`src/rtl/ocm_bus_initiator.sv`:
```
`default_nettype none
// ============================================================================
//  Module   : ocm_bus_initiator
//  Purpose  : Bus master for the OCM-style req/ack slot bus. Host-side
//             commands (read/write) are queued in a small FIFO and issued
//             one at a time as req/ack transactions. Each transaction
//             returns exactly one response pulse, which carries the read
//             data or a timeout status.
//  Ports    : clk, nreset           - clock, synchronous active-low reset
//             cmd_valid/ready/wrt/adr/data - host command push interface
//             rsp_valid/wrt/data/timeout   - one-cycle response pulse
//             busy                  - FIFO non-empty or transaction in flight
//             req/ack/wrt/adr/dbo/dbi      - slot bus master side
//  Revision : 1.0 - initial release
// ============================================================================
module ocm_bus_initiator #(
    parameter int FIFO_DEPTH = 4,   // power of two, 2..16
    parameter int TIMEOUT    = 255  // 1..255 cycles of req without ack
) (
    input  logic        clk,
    input  logic        nreset,
    // host command side
    input  logic        cmd_valid,
    output logic        cmd_ready,
    input  logic        cmd_wrt,
    input  logic [15:0] cmd_adr,
    input  logic [7:0]  cmd_data,
    // host response side
    output logic        rsp_valid,
    output logic        rsp_wrt,
    output logic [7:0]  rsp_data,
    output logic        rsp_timeout,
    output logic        busy,
    // slot bus
    output logic        req,
    input  logic        ack,
    output logic        wrt,
    output logic [15:0] adr,
    output logic [7:0]  dbo,
    input  logic [7:0]  dbi
);

    localparam int AW = $clog2(FIFO_DEPTH);
    localparam int CW = AW + 1;
    localparam int EW = 25;                         // {wrt, adr[15:0], data[7:0]}

    localparam logic [CW-1:0] c_full_cnt = CW'(FIFO_DEPTH);
    localparam logic [7:0]    c_timeout  = 8'(TIMEOUT);

    localparam logic [1:0] c_st_idle = 2'd0;
    localparam logic [1:0] c_st_req  = 2'd1;
    localparam logic [1:0] c_st_gap  = 2'd2;

    // ------------------------------------------------------------------
    // State
    // ------------------------------------------------------------------
    logic [EW-1:0] mem_q [FIFO_DEPTH];
    logic [EW-1:0] mem_d [FIFO_DEPTH];
    logic [AW-1:0] wr_ptr_q, wr_ptr_d;
    logic [AW-1:0] rd_ptr_q, rd_ptr_d;
    logic [CW-1:0] count_q,  count_d;

    logic [1:0]    state_q,  state_d;
    logic [7:0]    cnt_q,    cnt_d;
    logic          req_q,    req_d;
    logic          wrt_q,    wrt_d;
    logic [15:0]   adr_q,    adr_d;
    logic [7:0]    dbo_q,    dbo_d;

    logic          rsp_valid_q,   rsp_valid_d;
    logic          rsp_wrt_q,     rsp_wrt_d;
    logic [7:0]    rsp_data_q,    rsp_data_d;
    logic          rsp_timeout_q, rsp_timeout_d;

    logic          w_full;
    logic          w_empty;
    logic          w_push;
    logic          w_pop;
    logic [EW-1:0] w_head;

    assign w_full  = (count_q == c_full_cnt);
    assign w_empty = (count_q == '0);
    assign w_push  = cmd_valid && !w_full;
    assign w_head  = mem_q[rd_ptr_q];

    // ------------------------------------------------------------------
    // Next-state logic
    // ------------------------------------------------------------------
    always_comb begin
        state_d       = state_q;
        cnt_d         = cnt_q;
        req_d         = req_q;
        wrt_d         = wrt_q;
        adr_d         = adr_q;
        dbo_d         = dbo_q;
        rsp_valid_d   = 1'b0;               // response is a single-cycle pulse
        rsp_wrt_d     = rsp_wrt_q;
        rsp_data_d    = rsp_data_q;
        rsp_timeout_d = rsp_timeout_q;
        w_pop         = 1'b0;

        case (state_q)
            c_st_idle: begin
                if (!w_empty) begin
                    w_pop                = 1'b1;
                    {wrt_d, adr_d, dbo_d} = w_head;
                    req_d                = 1'b1;
                    cnt_d                = 8'd0;
                    state_d              = c_st_req;
                end
            end
            c_st_req: begin
                // ack takes priority over a timeout expiring on the same edge
                if (ack) begin
                    req_d         = 1'b0;
                    rsp_valid_d   = 1'b1;
                    rsp_wrt_d     = wrt_q;
                    rsp_timeout_d = 1'b0;
                    rsp_data_d    = wrt_q ? 8'h00 : dbi;
                    state_d       = c_st_gap;
                end else if (cnt_q == c_timeout) begin
                    req_d         = 1'b0;
                    rsp_valid_d   = 1'b1;
                    rsp_wrt_d     = wrt_q;
                    rsp_timeout_d = 1'b1;
                    rsp_data_d    = 8'hFF;
                    state_d       = c_st_gap;
                end else begin
                    cnt_d = cnt_q + 8'd1;
                end
            end
            c_st_gap: begin
                // one guaranteed req-low cycle so the slave cannot re-trigger
                state_d = c_st_idle;
            end
            default: begin
                req_d   = 1'b0;
                state_d = c_st_idle;
            end
        endcase
    end

    // FIFO bookkeeping; push and pop may coincide at any level below full
    always_comb begin
        mem_d    = mem_q;
        wr_ptr_d = wr_ptr_q;
        rd_ptr_d = rd_ptr_q;
        count_d  = count_q;
        if (w_push) begin
            mem_d[wr_ptr_q] = {cmd_wrt, cmd_adr, cmd_data};
            wr_ptr_d        = wr_ptr_q + AW'(1);
        end
        if (w_pop) begin
            rd_ptr_d = rd_ptr_q + AW'(1);
        end
        case ({w_push, w_pop})
            2'b10:   count_d = count_q + CW'(1);
            2'b01:   count_d = count_q - CW'(1);
            default: count_d = count_q;
        endcase
    end

    // ------------------------------------------------------------------
    // Registers
    // ------------------------------------------------------------------
    always_ff @(posedge clk) begin
        if (!nreset) begin
            wr_ptr_q      <= '0;
            rd_ptr_q      <= '0;
            count_q       <= '0;
            state_q       <= c_st_idle;
            cnt_q         <= 8'd0;
            req_q         <= 1'b0;
            wrt_q         <= 1'b0;
            adr_q         <= 16'h0000;
            dbo_q         <= 8'h00;
            rsp_valid_q   <= 1'b0;
            rsp_wrt_q     <= 1'b0;
            rsp_data_q    <= 8'h00;
            rsp_timeout_q <= 1'b0;
        end else begin
            wr_ptr_q      <= wr_ptr_d;
            rd_ptr_q      <= rd_ptr_d;
            count_q       <= count_d;
            state_q       <= state_d;
            cnt_q         <= cnt_d;
            req_q         <= req_d;
            wrt_q         <= wrt_d;
            adr_q         <= adr_d;
            dbo_q         <= dbo_d;
            rsp_valid_q   <= rsp_valid_d;
            rsp_wrt_q     <= rsp_wrt_d;
            rsp_data_q    <= rsp_data_d;
            rsp_timeout_q <= rsp_timeout_d;
        end
    end

    // Storage array needs no reset: entries are only read after being written
    always_ff @(posedge clk) begin
        mem_q <= mem_d;
    end

    // ------------------------------------------------------------------
    // Outputs
    // ------------------------------------------------------------------
    assign cmd_ready   = !w_full;
    assign busy        = !w_empty || (state_q != c_st_idle);
    assign req         = req_q;
    assign wrt         = wrt_q;
    assign adr         = adr_q;
    assign dbo         = dbo_q;
    assign rsp_valid   = rsp_valid_q;
    assign rsp_wrt     = rsp_wrt_q;
    assign rsp_data    = rsp_data_q;
    assign rsp_timeout = rsp_timeout_q;

endmodule
`default_nettype wire
```
`config.mk`:
```
export PLATFORM = sky130hd
export DESIGN_NAME = ocm_bus_initiator
export DESIGN_NICKNAME = d
export VERILOG_FILES = /design/src/rtl/ocm_bus_initiator.sv
export SDC_FILE = /design/constraint.sdc
export NUM_CORES = 1
export LEC_CHECK = 0
export CORE_ASPECT_RATIO = 2
export CORE_UTILIZATION = 40
export DETAILED_ROUTE_END_ITERATION = 10
export HOLD_SLACK_MARGIN = 0.08
export PLACE_DENSITY = 0.69
export SYNTH_ARGS = -nofsm -noshare
export SYNTH_HDL_FRONTEND = slang
export SYNTH_SLANG_ARGS = --single-unit
```
`constraint.sdc`:
```
create_clock -name clk -period 3.7 [get_ports clk]
set_input_delay 0.74 -clock clk [delete_from_list [all_inputs] [get_ports clk]]
set_output_delay 0.74 -clock clk [all_outputs]
set_load 0.02 [all_outputs]
```
# Word level (Yosys, flattened, before mapping)
# Cells that the tools add are included.
totals:
  regBits: 154
classes:
  n_addsub: 5
  n_eq_ne: 10
  magnitude_cmp: 3
  bitwise: 4
  n_reduce_logical: 17
  n_mux: 30
op_table:
  columns: ["operator", "count"]
  rows:
  - ["$bwmux W100", 1]
  - ["$mux W25", 3]
  - ["$bmux W25 S2", 1]
  - ["$demux W25 S2", 1]
  - ["$mux W8", 6]
  - ["$pmux W8 S2", 1]
  - ["$mux W1", 11]
  - ["$add A8 B1 Y8 const B", 1]
  - ["$eq A8 B8 Y1 const B", 1]
  - ["$reduce_and A2 Y1", 4]
  - ["$reduce_bool A2 Y1", 4]
  - ["$ge A3 B3 Y1 const B", 2]
  - ["$mux W2", 3]
  - ["$ne A2 B2 Y1 const B", 3]
  - ["$not A2 Y3", 2]
  - ["$pmux W3 S2", 1]
  - ["$add A2 B1 Y2 const B", 2]
  - ["$eq A2 B1 Y1 const B", 2]
  - ["$eq A2 B2 Y1 const B", 2]
  - ["$pmux W2 S2", 1]
  - ["$reduce_and A4 Y1", 1]
  - ["$add A3 B1 Y3 const B", 1]
  - ["$eq A3 B3 Y1 const B", 1]
  - ["$logic_not A3 Y1", 1]
  - ["10 further kinds", 13]

# Logic depth before layout (Yosys ltp)
logic_depth:
  word_depth: 6
  depth_mapped: 9

# Least setup slack after synthesis
# OpenSTA, ideal clock, no wires.
synth_path:
  path_kind: "reg2reg"
  start: "register count_q[0]"
  end: "register count_q[2]"
  path_slack_ns: 1.257
  path_stages_with_launch: 10
  synth_period_minus_slack_ns: 2.443
  setup_time_ns: 0.076
  arrival_ns: 2.368
  n_path_buf: 1
  required_ns: 3.624
  path_cell_list: "dfxtp_1 or3_1 nand2_1 clkinv_1 clkbuf_1 ha_1 fa_1 xnor2_1 or3_1 a21boi_0"
synth_via:
  elab_chain_len: 5
synth_lines:
  columns: ["element", "line", "source"]
  rows:
  - ["start: declaration", "61", "logic [CW-1:0] count_q, count_d;"]
  - ["start signal: assignment", "184", "count_q <= count_d;"]
  - ["$logic_not A3 Y1 (*)", "82", "assign w_empty = (count_q == '0);"]
  - ["$mux W1 (*)", "104", "if (!w_empty) begin"]
  - ["$mux W1 (*)", "102", "case (state_q)"]
  - ["via w_pop", "78", "logic w_pop;"]
  - ["$eq A2 B1 Y1 or $eq A2 B2 Y1 (tied branches)", "156", "case ({w_push, w_pop})"]
  - ["$pmux W3 S2 or $reduce_bool A2 Y1 (tied branches)", null, null]
# The timed path passes the listed nets; every way through them passes the cells marked *.
# A chain may end at the register's enable or synchronous reset.

# Worst setup path in the final report
layout_path:
  start: "register count_q[2]"
  end: "output port cmd_ready"
layout_via:
  elab_chain_len: 2
layout_lines:
  columns: ["element", "line", "source"]
  rows:
  - ["$eq A3 B3 Y1", "81", "assign w_full = (count_q == c_full_cnt);"]
  - ["$logic_not A1 Y1", "206", "assign cmd_ready = !w_full;"]
  - ["end: declaration", "24", "output logic cmd_ready,"]
# Every way passes these cells.

==> impl_metrics.env <==
export IMPL_drive_gt1_share_pct=16.6
export IMPL_die_x_um=88.0
export IMPL_crit_path_cell_trace="or3b_1, clkdlybuf4s50_1"
export IMPL_first_global_vias=3558
export IMPL_cts_clk_slew_worst_paths_ns=0.06
export IMPL_drt_iter0_drc=170
export IMPL_max_stage_delay_ns=0.57
export IMPL_worstSkewPairLatency_ns=0.42
export IMPL_clock_sinks=154
export IMPL_synth_fp_nets=425
export IMPL_final_cell_mix="edfxtp_1 (100), clkdlybuf4s50_1 (75), nand2_1 (60)"
export IMPL_finalNetCount=508
export IMPL_drv_cap=0
export IMPL_synthCells=381
export IMPL_power_density_nw_per_um2=731
export IMPL_rrSetupSlack_ns=1.43
export IMPL_worst_pin_slew_ns=1.00
export IMPL_status="completed"
export IMPL_port_buffers=75
export IMPL_numCtsBuffers=17
export IMPL_fin_setup_tns_ns=0
export IMPL_fp_row_count=62
export IMPL_finalWeightedCongestion=0.725
export IMPL_dp_hpwl_mm=7.30
export IMPL_wl_met3_um=417
export IMPL_routed_via_density=5.05
export IMPL_cts_tree="yes"
export IMPL_wl_met2_mm=6.28
export IMPL_htreeDepth=4
export IMPL_highest_layer="met4"
export IMPL_root_buffer="clkbuf_16"
export IMPL_end_kind="output port"
export IMPL_ys_seq_area_share_pct=69.1
export IMPL_cts_resized=0
export IMPL_seq_power_share_pct=43.3
export IMPL_gr_total_overflow=0
export IMPL_design_area_um2=7420
export IMPL_final_hold_viol_count=0
export IMPL_ctsHoldBuffers=0
export IMPL_synth_edf_count=100
export IMPL_pwr_share_comb_pct=27.2
export IMPL_p_int_mw=3.79
export IMPL_yosysWarnings=0
export IMPL_finalClockSkew_ns=0.00883
export IMPL_m1WireLength_mm=4.69
export IMPL_p_leak_nw=2.54
export IMPL_synth_main_ff_cell="edfxtp_1"
export IMPL_power_share_clock_pct=29.5
export IMPL_grt_max_degree=50
export IMPL_critPathSlowestCell="clkdlybuf4s50_1"
export IMPL_power_switching_mw=1.63
export IMPL_area_delta_synth_final_pct=25.4
export IMPL_grt_setup_unrepaired="false"
export IMPL_io_pin_count=76
export IMPL_slew_headroom_pct=33.3
export IMPL_switching_share_pct=30.1
export IMPL_synth_seq_cells=154
export IMPL_avgSynthCellArea_um2=15.5
export IMPL_wirelength_mm=11.6
export IMPL_wl_per_cell_um=17.3
export IMPL_dr_pass1_iters=4
export IMPL_timing_final_crit_share_pct=68.8
export IMPL_antennaDiodeCount=0
export IMPL_synth_distinct_cells=45
export IMPL_start_util_pct=41.0
export IMPL_die_area_um2=15300
export IMPL_syn_area_um2=5910
export IMPL_cts_setup_buffers=0
export IMPL_min_period_ns=2.55
export IMPL_vdd_drop_max_uv=361
export IMPL_hold_path_class="flip-flop to flip-flop"
export IMPL_setup_viol=0
export IMPL_async_flop_share_pct=0
export IMPL_max_freq_mhz=393
export IMPL_cp_max_fo=6
export IMPL_via_count=3378
export IMPL_core_um2=14400
export IMPL_grtUsageTotal_pct=16.6
export IMPL_drc=0
export IMPL_crit_type="flip-flop to output port"
export IMPL_antenna_found_initial=0
export IMPL_whs_ns=0.467
export IMPL_grt_pass1_wl_mm=18.4
export IMPL_layout_commonest_cell="edfxtp_1"
export IMPL_finalPower_mw=5.42
export IMPL_worst_ep_required_time_ns=2.96
export IMPL_antenna_left=0
export IMPL_start_kind="flip-flop"
export IMPL_report_final_slew_viol_count=0
export IMPL_die_y_um=174
export IMPL_crit_arrival_ns=1.81
export IMPL_dpl_cell_area_um2=6870
export IMPL_clk_path_buf_depth=2
-- metal layers --
layer	GRT usage [%]	up-vias
li1	-	1597
met1	18.4	1693
met2	29.0	78
met3	3.80	10
met4	8.13	0
met5	0	-
-- final cells by class --
type                            instances  area, um2
Clock buffer                           22        454
Clock inverter                         10       95.1
Fill cell                            1251       7010
Inverter                                4       15.0
Multi-Input combinational cell        204       1720
Sequential cell                       154       4090
Tap cell                              192        240
Timing Repair Buffer                   83        811
-- critical path, delay by kind of cell (launching register included) --
family	cells	cell delay, ns
buffers and inverters	1	0.57
DFF	1	0.38
and+or+nand+nor	1	0.44
-- state kept, by name, indices dropped and copies added (netlist names) --
register     cells
dbo              8
wrt              1
cnt_q            8
rsp_data         8
rd_ptr_q         2
rsp_timeout      1
adr             16
count_q          3
req              1
rsp_wrt          1
rsp_valid        1
wr_ptr_q         2
mem_q          100
state_q          2
-- cells in the mapped netlist, drive strengths merged, types with 2 or more instances --
master  number  area, um2
a211o        4       36.3
nor2         4       15.0
o31ai        2       15.0
nor3b        2       15.0
and3         8       61.3
xnor2        5       43.8
nand3        7       35.0
dfxtp       54       1080
o21ai        2       10.0
nand2       60        225
or3          2       12.5
a21oi        2       10.0
edfxtp     100       3000
nor3         2       10.0
mux4        25        563
and2         7       43.8
ha           6       75.1
o221a        8       90.1
mux2i        2       20.0
a21boi      29        218
nor2b        9       56.3
nand2b       3       18.8
inv          3       11.3
clkbuf       8       30.0
buf         11       67.6
a21o         3       26.3
-- through the flow --
stage / util, % / worst slack, ns / std cells
final: 51.4 / 1.15 / 669
after global routing: 51.4 / 1.06 / 669
after CTS: 51.4 / 1.14 / 669
after detailed placement: 47.6 / 0.801 / 637
after global placement: 47.6 / 0.923 / 637
after floorplan: - / 1.26 / 381
-- power groups by stage --
stage,Sequential [mW],Combinational (mW),Clock (mW)
floorplan,2.48,0.792,0
global placement,2.37,1.47,0
detailed placement,2.39,1.49,0
CTS,2.36,1.51,1.63
global route,2.39,1.61,1.70
finish,2.35,1.47,1.60
-- worst paths after layout --
check | start | cells after the start | to
worst max-delay path | count_q[2] | 2 | cmd_ready
worst min-delay path | dbo[0] | 2 | dbo[0]
worst min register to register | dbo[0] | 2 | dbo[0]
worst max register to register | count_q[0] | 8 | count_q[2]
-- cells by family (layout without fill, tap and decap cells) --
logic type,Yosys count,count (layout),synth area share (%)
DFF,154,154,69.1
buffers and inverters,23,119,1.90
adders and majority gates,7,7,1.61
and+or+nand+nor,112,112,9.44
muxes,27,27,9.86
xor gates and xnor gates,5,5,0.741
AOI/OAI and AO/OA,53,53,7.37
(Power assumes the default switching activity.)
